### config.mk
export PLATFORM = sky130hd
export DESIGN_NAME = hotel_checkout_ctrl_flat
export DESIGN_NICKNAME = d
export VERILOG_FILES = /design/src/rtl/hotel_checkout_ctrl_pkg.sv /design/src/rtl/hotel_checkout_ctrl_if.sv /design/src/rtl/hotel_stay_counter.sv /design/src/rtl/hotel_checkout_ctrl.sv /design/src/flat_wrapper.sv
export SDC_FILE = /design/constraint.sdc
export NUM_CORES = 1
export LEC_CHECK = 0
export CELL_PAD_IN_SITES_DETAIL_PLACEMENT = 0
export CELL_PAD_IN_SITES_GLOBAL_PLACEMENT = 1
export CORE_MARGIN = 4
export CORE_UTILIZATION = 45
export DETAILED_ROUTE_END_ITERATION = 8
export PLACE_DENSITY_LB_ADDON = 0.1
export REMOVE_ABC_BUFFERS = 1
export SLEW_MARGIN = 20
export SYNTH_ARGS = -nofsm -noshare
export SYNTH_HDL_FRONTEND = slang
export SYNTH_SLANG_ARGS = --single-unit
### constraint.sdc
create_clock -name clk -period 15.7 [get_ports clk]
set_clock_uncertainty 0.1 [all_clocks]
set_input_delay 2.355 -clock clk [delete_from_list [all_inputs] [get_ports clk]]
set_output_delay 2.355 -clock clk [all_outputs]
set_load 0.01 [all_outputs]
### src/rtl/hotel_checkout_ctrl_pkg.sv
// Shared constants, FSM state type and room rate lookup for the hotel checkout controller.
package hotel_pkg;

    localparam int NUM_ROOMS  = 7;
    localparam int MAX_NIGHTS = 7;

    localparam logic [15:0] RATE_ROOM_LARGE = 16'd700;
    localparam logic [15:0] RATE_ROOM_STD   = 16'd400;
    localparam logic [15:0] RATE_ROOM_SUITE = 16'd500;
    localparam logic [15:0] AC_COST         = 16'd200;
    localparam logic [15:0] WIFI_COST       = 16'd100;

    typedef enum logic [2:0] {
        S_IDLE,
        S_SEARCH,
        S_CALC,
        S_PRESENT,
        S_RELEASE
    } state_t;

    // Room order: room1, room2, room3_1, room3_2, room4_1, room4_2, room5
    function automatic logic [15:0] room_rate(input logic [2:0] idx);
        case (idx)
            3'd0, 3'd1:             room_rate = RATE_ROOM_LARGE;
            3'd2, 3'd3, 3'd4, 3'd5: room_rate = RATE_ROOM_STD;
            default:                room_rate = RATE_ROOM_SUITE;
        endcase
    endfunction

endpackage

### src/rtl/hotel_checkout_ctrl_if.sv
// Checkout request / bill handshake / room-release bundle between terminal and controller.
interface hotel_checkout_if;

    logic        checkout;
    logic [3:0]  id;
    logic        ac_selection;
    logic        wifi_selection;
    logic [15:0] bill;
    logic        bill_valid;
    logic        bill_ready;
    logic [6:0]  room_release;
    logic        not_found;
    logic        busy;

    modport master (
        output checkout, id, ac_selection, wifi_selection, bill_ready,
        input  bill, bill_valid, room_release, not_found, busy
    );

    modport slave (
        input  checkout, id, ac_selection, wifi_selection, bill_ready,
        output bill, bill_valid, room_release, not_found, busy
    );

endinterface

### src/rtl/hotel_stay_counter.sv
// Per-room night counter: cleared while vacant, counts day ticks while occupied, saturates.
module hotel_stay_counter
    import hotel_pkg::*;
(
    input  logic       clk,
    input  logic       rst_n,
    input  logic       occupied,
    input  logic       day_tick,
    output logic [2:0] nights
);

    always_ff @(posedge clk or negedge rst_n) begin
        if (!rst_n) begin
            nights <= 3'd0;
        end else if (!occupied) begin
            nights <= 3'd0;
        end else if (day_tick && (nights != 3'(MAX_NIGHTS))) begin
            nights <= nights + 3'd1;
        end
    end

endmodule

### src/rtl/hotel_checkout_ctrl.sv
// Hotel checkout controller: finds the guest's room, bills stay plus extras, releases the room.
// Optional HOTEL_CHECKOUT_TAX_EN adds 12.5% (subtotal>>3) tax to the bill.
//
// state     | meaning
// S_IDLE    | waiting for a checkout request
// S_SEARCH  | scanning one room per cycle for the latched id
// S_CALC    | computing the bill for the matched room
// S_PRESENT | bill_valid held until the terminal accepts
// S_RELEASE | one-cycle room release strobe
module hotel_checkout_ctrl
    import hotel_pkg::*;
(
    input  logic        clk,
    input  logic        rst_n,
    input  logic [27:0] occ_id,
    input  logic        day_tick,
    hotel_checkout_if.slave cif
);

    state_t      state;
    logic [3:0]  id_q;
    logic        ac_q;
    logic        wifi_q;
    logic [2:0]  idx_q;
    logic [15:0] bill_q;
    logic        bill_valid_q;
    logic [6:0]  release_q;
    logic        not_found_q;

    logic [2:0]  nights [NUM_ROOMS];
    logic [3:0]  cur_occ;
    logic [2:0]  nights_sel;
    logic [15:0] per_night;
    logic [15:0] nights_eff;
    logic [15:0] subtotal;
    logic [15:0] bill_calc;

    for (genvar r = 0; r < NUM_ROOMS; r++) begin : g_room
        hotel_stay_counter u_stay_counter (
            .clk      (clk),
            .rst_n    (rst_n),
            .occupied (occ_id[4*r +: 4] != 4'd0),
            .day_tick (day_tick),
            .nights   (nights[r])
        );
    end

    assign cur_occ = occ_id[{idx_q, 2'b00} +: 4];

    // Worst case 1000*7 (+1/8) stays well inside 16 bits.
    always_comb begin
        nights_sel = nights[idx_q];
        per_night  = room_rate(idx_q) + (ac_q ? AC_COST : 16'd0) + (wifi_q ? WIFI_COST : 16'd0);
        nights_eff = (nights_sel == 3'd0) ? 16'd1 : {13'd0, nights_sel};
        subtotal   = per_night * nights_eff;
`ifdef HOTEL_CHECKOUT_TAX_EN
        bill_calc  = subtotal + (subtotal >> 3);
`else
        bill_calc  = subtotal;
`endif
    end

    always_ff @(posedge clk or negedge rst_n) begin
        if (!rst_n) begin
            state        <= S_IDLE;
            id_q         <= 4'd0;
            ac_q         <= 1'b0;
            wifi_q       <= 1'b0;
            idx_q        <= 3'd0;
            bill_q       <= 16'd0;
            bill_valid_q <= 1'b0;
            release_q    <= 7'd0;
            not_found_q  <= 1'b0;
        end else begin
            not_found_q <= 1'b0;
            release_q   <= 7'd0;
            case (state)
                S_IDLE: begin
                    if (cif.checkout) begin
                        if (cif.id != 4'd0) begin
                            id_q   <= cif.id;
                            ac_q   <= cif.ac_selection;
                            wifi_q <= cif.wifi_selection;
                            idx_q  <= 3'd0;
                            state  <= S_SEARCH;
                        end else begin
                            not_found_q <= 1'b1;
                        end
                    end
                end
                S_SEARCH: begin
                    if (cur_occ == id_q) begin
                        state <= S_CALC;
                    end else if (idx_q == 3'(NUM_ROOMS - 1)) begin
                        not_found_q <= 1'b1;
                        state       <= S_IDLE;
                    end else begin
                        idx_q <= idx_q + 3'd1;
                    end
                end
                S_CALC: begin
                    bill_q       <= bill_calc;
                    bill_valid_q <= 1'b1;
                    state        <= S_PRESENT;
                end
                S_PRESENT: begin
                    if (cif.bill_ready) begin
                        bill_valid_q <= 1'b0;
                        release_q    <= 7'd1 << idx_q;
                        state        <= S_RELEASE;
                    end
                end
                S_RELEASE: begin
                    state <= S_IDLE;
                end
                default: begin
                    state <= S_IDLE;
                end
            endcase
        end
    end

    assign cif.bill         = bill_q;
    assign cif.bill_valid   = bill_valid_q;
    assign cif.room_release = release_q;
    assign cif.not_found    = not_found_q;
    assign cif.busy         = (state != S_IDLE);

endmodule
### src/flat_wrapper.sv
// flat-port wrapper written by rule: the top's interface ports become plain ports
module hotel_checkout_ctrl_flat import hotel_pkg::*;
  (clk, rst_n, occ_id, day_tick, cif_checkout, cif_id, cif_ac_selection, cif_wifi_selection, cif_bill_ready, cif_bill, cif_bill_valid, cif_room_release, cif_not_found, cif_busy);
  hotel_checkout_if cif_i ();
  input  logic clk;
  input  logic rst_n;
  input  logic [27:0] occ_id;
  input  logic day_tick;
  input wire logic [$bits(cif_i.checkout)-1:0] cif_checkout;
  input wire logic [$bits(cif_i.id)-1:0] cif_id;
  input wire logic [$bits(cif_i.ac_selection)-1:0] cif_ac_selection;
  input wire logic [$bits(cif_i.wifi_selection)-1:0] cif_wifi_selection;
  input wire logic [$bits(cif_i.bill_ready)-1:0] cif_bill_ready;
  output wire logic [$bits(cif_i.bill)-1:0] cif_bill;
  output wire logic [$bits(cif_i.bill_valid)-1:0] cif_bill_valid;
  output wire logic [$bits(cif_i.room_release)-1:0] cif_room_release;
  output wire logic [$bits(cif_i.not_found)-1:0] cif_not_found;
  output wire logic [$bits(cif_i.busy)-1:0] cif_busy;
  assign cif_i.checkout = cif_checkout;
  assign cif_i.id = cif_id;
  assign cif_i.ac_selection = cif_ac_selection;
  assign cif_i.wifi_selection = cif_wifi_selection;
  assign cif_i.bill_ready = cif_bill_ready;
  assign cif_bill = cif_i.bill;
  assign cif_bill_valid = cif_i.bill_valid;
  assign cif_room_release = cif_i.room_release;
  assign cif_not_found = cif_i.not_found;
  assign cif_busy = cif_i.busy;
  hotel_checkout_ctrl u_core (.clk(clk), .rst_n(rst_n), .occ_id(occ_id), .day_tick(day_tick), .cif(cif_i));
endmodule
# Word-level counts from Yosys, hierarchy flattened
# Index checks and enable logic that the tools add are counted.
# totals
ramBits	0
rom_bits	0
regBits	58
input_bits	39
n_memories	0
wordCells	129
latchBits	0
output_inout_bits	26
# op_classes
n_eq_ne	30
div	0
addsub	10
reduce_logical	27
n_shift	2
multipliers	1
mux	41
order_cmp	1
bitwise_logic	1
# op_table
operator	count
$mux 3	26
$reduce_bool 4->1	8
$shiftx 28x6->4	1
$add 3x1->3 const B	8
$mux 7	3
$ne 3x3->1 const B	7
$pmux 10 s2	1
$add 10x16->16	1
$add 16x16->16	1
$mul 16x16->16	1
$ne 2x1->1 const B	8
$eq 3x2->1 const B	4
$pmux 3 s4	1
$bmux 3 s3	1
$eq 3x3->1 const B	3
$logic_not 3->1	3
$mux 8	1
$ne 2x2->1 const B	4
$logic_and 1x1->1	7
$shl 1x3->7 const A	1
$eq 3x1->1 const B	2
$pmux 3 s2	1
$mux 1	5
$reduce_and 5->1	1
12 further kinds	14

# Depth between registers and ports, before layout
# depth
depth_word	7
mapped_depth	23
depth_no_buf	21

# Hierarchy
# A second synthesis with hierarchy kept.
# hier_totals
cells_unflattened	421
area_unflattened_um2	4146.5
# modules_own_cells
mod	area_per_inst_um2	n_inst	cells_per_inst	seq_area_each_um2
hotel_checkout_ctrl	2964.1	1	316	825.8
hotel_stay_counter	168.9	7	15	75.1

# Least setup slack after synthesis
# Ideal clock, no wire load.
# synth_timing
path_type	reg2reg
from	register u_core.idx_q[1]
to	register u_core.bill_q[11], in the netlist u_core.cif.bill[11]
synth_period_minus_slack_ns	5.224
setup_slack_ns	10.476
setup_ns	0.069
arrival_ns	5.055
n_path_buf	2
required_ns	15.531
path_stages_with_launch	20
path_cell_list	dfrtp_1 buf_6 buf_8 inv_1 ha_1 a2111oi_0 fa_1 ha_1 a31oi_1 o21bai_1 mux2_2 a21oi_1 xnor2_1 nand2_1 fa_1 inv_1 ha_1 or2_2 a2111o_1 nand3_1
# synth_via
elab_chain_cells	7
word_cells_on_any_way	18
classes_between	add/sub: 2; mul: 1; eq/ne: 5; mux: 5; bitwise: 1; reduce/logical: 4
# synth_rtl
element	line	text
start, declared	hotel_checkout_ctrl.sv:24	logic [2:0] idx_q;
start signal, assigned	hotel_checkout_ctrl.sv:98	idx_q <= idx_q + 3'd1;
branches (longest 6 deep; another with $add 10x16->16)	-	
$mul 16x16->16 (*)	hotel_checkout_ctrl.sv:55	subtotal = per_night * nights_eff;
end signal, assigned	hotel_checkout_ctrl.sv:102	bill_q <= bill_calc;
end, declared	hotel_checkout_ctrl.sv:25	logic [15:0] bill_q;
# Every way passes the cells marked *. The select of a mux whose other input is x is not followed.
# A chain may end at the register's enable or synchronous reset.

# Worst setup path after layout
# Same ends and word-level chain as after synthesis.

==> flow_summary.json <==
{
  "fillers": 792,
  "ys_ff_latch": 54,
  "ys_types": 63,
  "dieHeight_um": 102,
  "dp_hpwl_um": 6840,
  "pin_count": 65,
  "slowest_delay_ns": 0.97,
  "root_buffer": "clkbuf_8",
  "detail-route-antenna-nets": 0,
  "maxSlewViolCount": 0,
  "path_common_cell": "ha_1",
  "antenna_found_initial": 0,
  "criticalPathCategory": "reg -> reg",
  "port_buffers": 60,
  "avgViaCountPerCell": 5.45,
  "max_cap_viol_count": 0,
  "start_util_pct": 46.1,
  "yosys-top-cells-area": "dfrtp_1, ha_1, mux2i_1",
  "synth-seq-area-share_pct": 33.6,
  "wire_per_inst_um": 15.1,
  "yosysWarnings": 0,
  "period_share_pct": 38.5,
  "drt_iter0_markers": 138,
  "startpoint_type": "flop",
  "grt_overflow": 0,
  "reg2reg_depth": 17,
  "crit_chain": "inv_1 > ha_1 > a2111oi_0 > fa_1 > ha_1 > a31oi_1 > o21bai_1 > mux2_2 > a21oi_1 > xnor2_1 > nand2_1 > fa_1 > inv_1 > ha_1 > or2_2 > a2111o_1 > nand3_1",
  "cts_setup_buffers": 0,
  "slew_headroom_pct": 36.3,
  "hold_viol_final": 0,
  "numCtsBuffers": 5,
  "utilization_pct": 54.7,
  "cts_repair_resize_count": 0,
  "r2r_setup_slack_ns": 9.65,
  "worstPathArrival_ns": 6.19,
  "hp-start": "u_core.cif.bill[10]$_DFFE_PN0P_",
  "avgSynthCellArea_um2": 9.99,
  "crit_path_end_kind": "flop",
  "area_growth_pct": 18.7,
  "routed_wl_um": 8600,
  "finalNetCount": 545,
  "synth_top_cell_area_share_pct": 33.6,
  "clock_latency_ns": 0.30,
  "min_to": "u_core.cif.bill[10]$_DFFE_PN0P_",
  "syn_inst": 402,
  "die_x_um": 102,
  "layout_min_cycle_time_ns": 6.05,
  "core_area_mm2": 0.00872,
  "finalSetupViolCount": 0,
  "diodes": 0,
  "synth_top_cell_by_area": "dfrtp_1",
  "clock_path_buffers": 2,
  "vias": 3100,
  "postSynth.asyncResetShare_pct": 100,
  "holdBufCountCts": 0,
  "reg2reg_to": "u_core.cif.bill[11]$_DFFE_PN0P_",
  "outcome": "complete, no violations",
  "worst_slew_pin_slew_ns": 0.942,
  "first_pass_iters": 4,
  "grt_pass1_vias": 3225,
  "worstPathMaxFanout": 22,
  "setup_tns_ns": 0,
  "gp_congestion": 0.769,
  "rr_startpoint": "u_core.idx_q[1]$_DFFE_PN0P_",
  "die-area_mm2": 0.0105,
  "cts_tree": "yes",
  "grt_max_degree": 55,
  "hp-class": "reg -> reg",
  "synth_ff_type": "dfrtp_1",
  "path_clk_slew_ns": 0.10,
  "h-tree-depth": 2,
  "rsz0062_at_grt": "no",
  "drive_above_1_share_pct": 7.38,
  "fmax_mhz": 165,
  "grt_util_all_layers_pct": 17.8,
  "crit_path_top_delay_cell": "dfrtp_1",
  "clock_sinks": 54,
  "rows": 34,
  "cp_data_required_time_ns": 15.85,
  "synth_area_mm2": 0.00402,
  "synth-edff-count": 0,
  "grt_pass1_wl_um": 15000,
  "drc": 0,
  "hold_depth": 2
}
## metrics by stage
stage	worst slack (ns)	hold WS (ns)	instances	instance area, um2
floorplan	10.22	0.366	392	3940
global placement	9.81	0.360	561	4680
detailed placement	9.67	0.365	561	4680
CTS	9.65	0.387	569	4770
global route	9.26	0.403	569	4770
finish	9.65	0.380	569	4770
## state kept, by name (all words and copies together) (netlist names)
| signal | flops |
|---|---|
| u_core.state | 3 |
| u_core.g_room.u_stay_counter.nights | 21 |
| u_core.ac_q | 1 |
| u_core.cif.bill | 12 |
| u_core.cif.room_release | 7 |
| u_core.id_q | 4 |
| u_core.idx_q | 3 |
| u_core.cif.not_found | 1 |
| u_core.cif.bill_valid | 1 |
| u_core.wifi_q | 1 |
## per-layer routing
layer	global-route usage [%]	wire (um)	vias to the layer above
met3	2.77	306	9
met2	31.5	4360	61
li1	-	-	1554
met4	4.14	102	0
met1	22.9	3830	1476
met5	0	0	-
## logic make-up (layout without fill, tap and decap cells)
kind of cell / Yosys count / after routing / synth area share (%)
adder cells (fa/ha/maj): 46 / 46 / 16.2
flip-flops: 54 / 54 / 33.6
AO/OA/AOI/OAI: 62 / 62 / 11.9
buffers and inverters: 36 / 92 / 4.36
XOR/XNOR: 18 / 18 / 3.92
multiplexers: 37 / 37 / 11.5
other: 1 / 4 / 0.0933
AND/OR/NAND/NOR: 148 / 148 / 18.4
## placed cells by master, fill, tap and decap left out, types with 5 or more instances in the layout
cell type,instances
and3_1,8
nor3_1,9
a31oi_1,5
inv_1,23
fa_1,10
mux2_2,8
clkbuf_8,6
nor4_1,9
or4_1,5
xnor2_1,14
mux2i_1,22
clkdlybuf4s50_1,59
o21ai_0,9
dfrtp_1,54
nand2_1,37
nor2_1,39
and2_1,8
nor2b_1,9
a21oi_1,8
ha_1,36
o31ai_1,6
## critical path, delay by kind of cell (launching register included)
family / cells / cell delay [ns]
mux: 1 / 0.26
compound gates: 5 / 1.73
flops: 1 / 0.97
simple gates: 3 / 0.52
fa+ha+maj: 5 / 2.01
buf+inv: 2 / 0.23
xor+xnor: 1 / 0.17
## worst max path at each step
stage | start | end | slack [ns] | cells after the start
after global placement | u_core.idx_q[0]$_DFFE_PN0P_ | u_core.cif.bill[11]$_DFFE_PN0P_ | 9.81 | 17
after floorplan | u_core.idx_q[0]$_DFFE_PN0P_ | u_core.cif.bill[11]$_DFFE_PN0P_ | 10.22 | 17
after global routing | u_core.idx_q[0]$_DFFE_PN0P_ | u_core.cif.bill[11]$_DFFE_PN0P_ | 9.26 | 17
after CTS | u_core.idx_q[0]$_DFFE_PN0P_ | u_core.cif.bill[11]$_DFFE_PN0P_ | 9.65 | 17
final | u_core.idx_q[1]$_DFFE_PN0P_ | u_core.cif.bill[11]$_DFFE_PN0P_ | 9.65 | 17
after detailed placement | u_core.idx_q[1]$_DFFE_PN0P_ | u_core.cif.bill[11]$_DFFE_PN0P_ | 9.67 | 17
## layout make-up
class,count,area (um2),share of cell area [%]
well taps,108,135,2.83
repair buffers,61,603,12.6
clock buffers,7,86.3,1.81
multi-input cells,315,2500,52.5
flip-flops and latches,54,1350,28.3
inverters,23,86.3,1.81
clock inverters,1,5.00,0.105
## cells in the mapped netlist, drive strengths merged (10+ instances only)
cell type  number
nor2           39
inv            23
fa             10
xnor2          14
dfrtp          54
o21ai          11
ha             36
mux2i          22
nand2          37
mux2           10
Power is not shown: default switching activity piles up to over one toggle a cycle in this logic, so the estimate is an artifact.
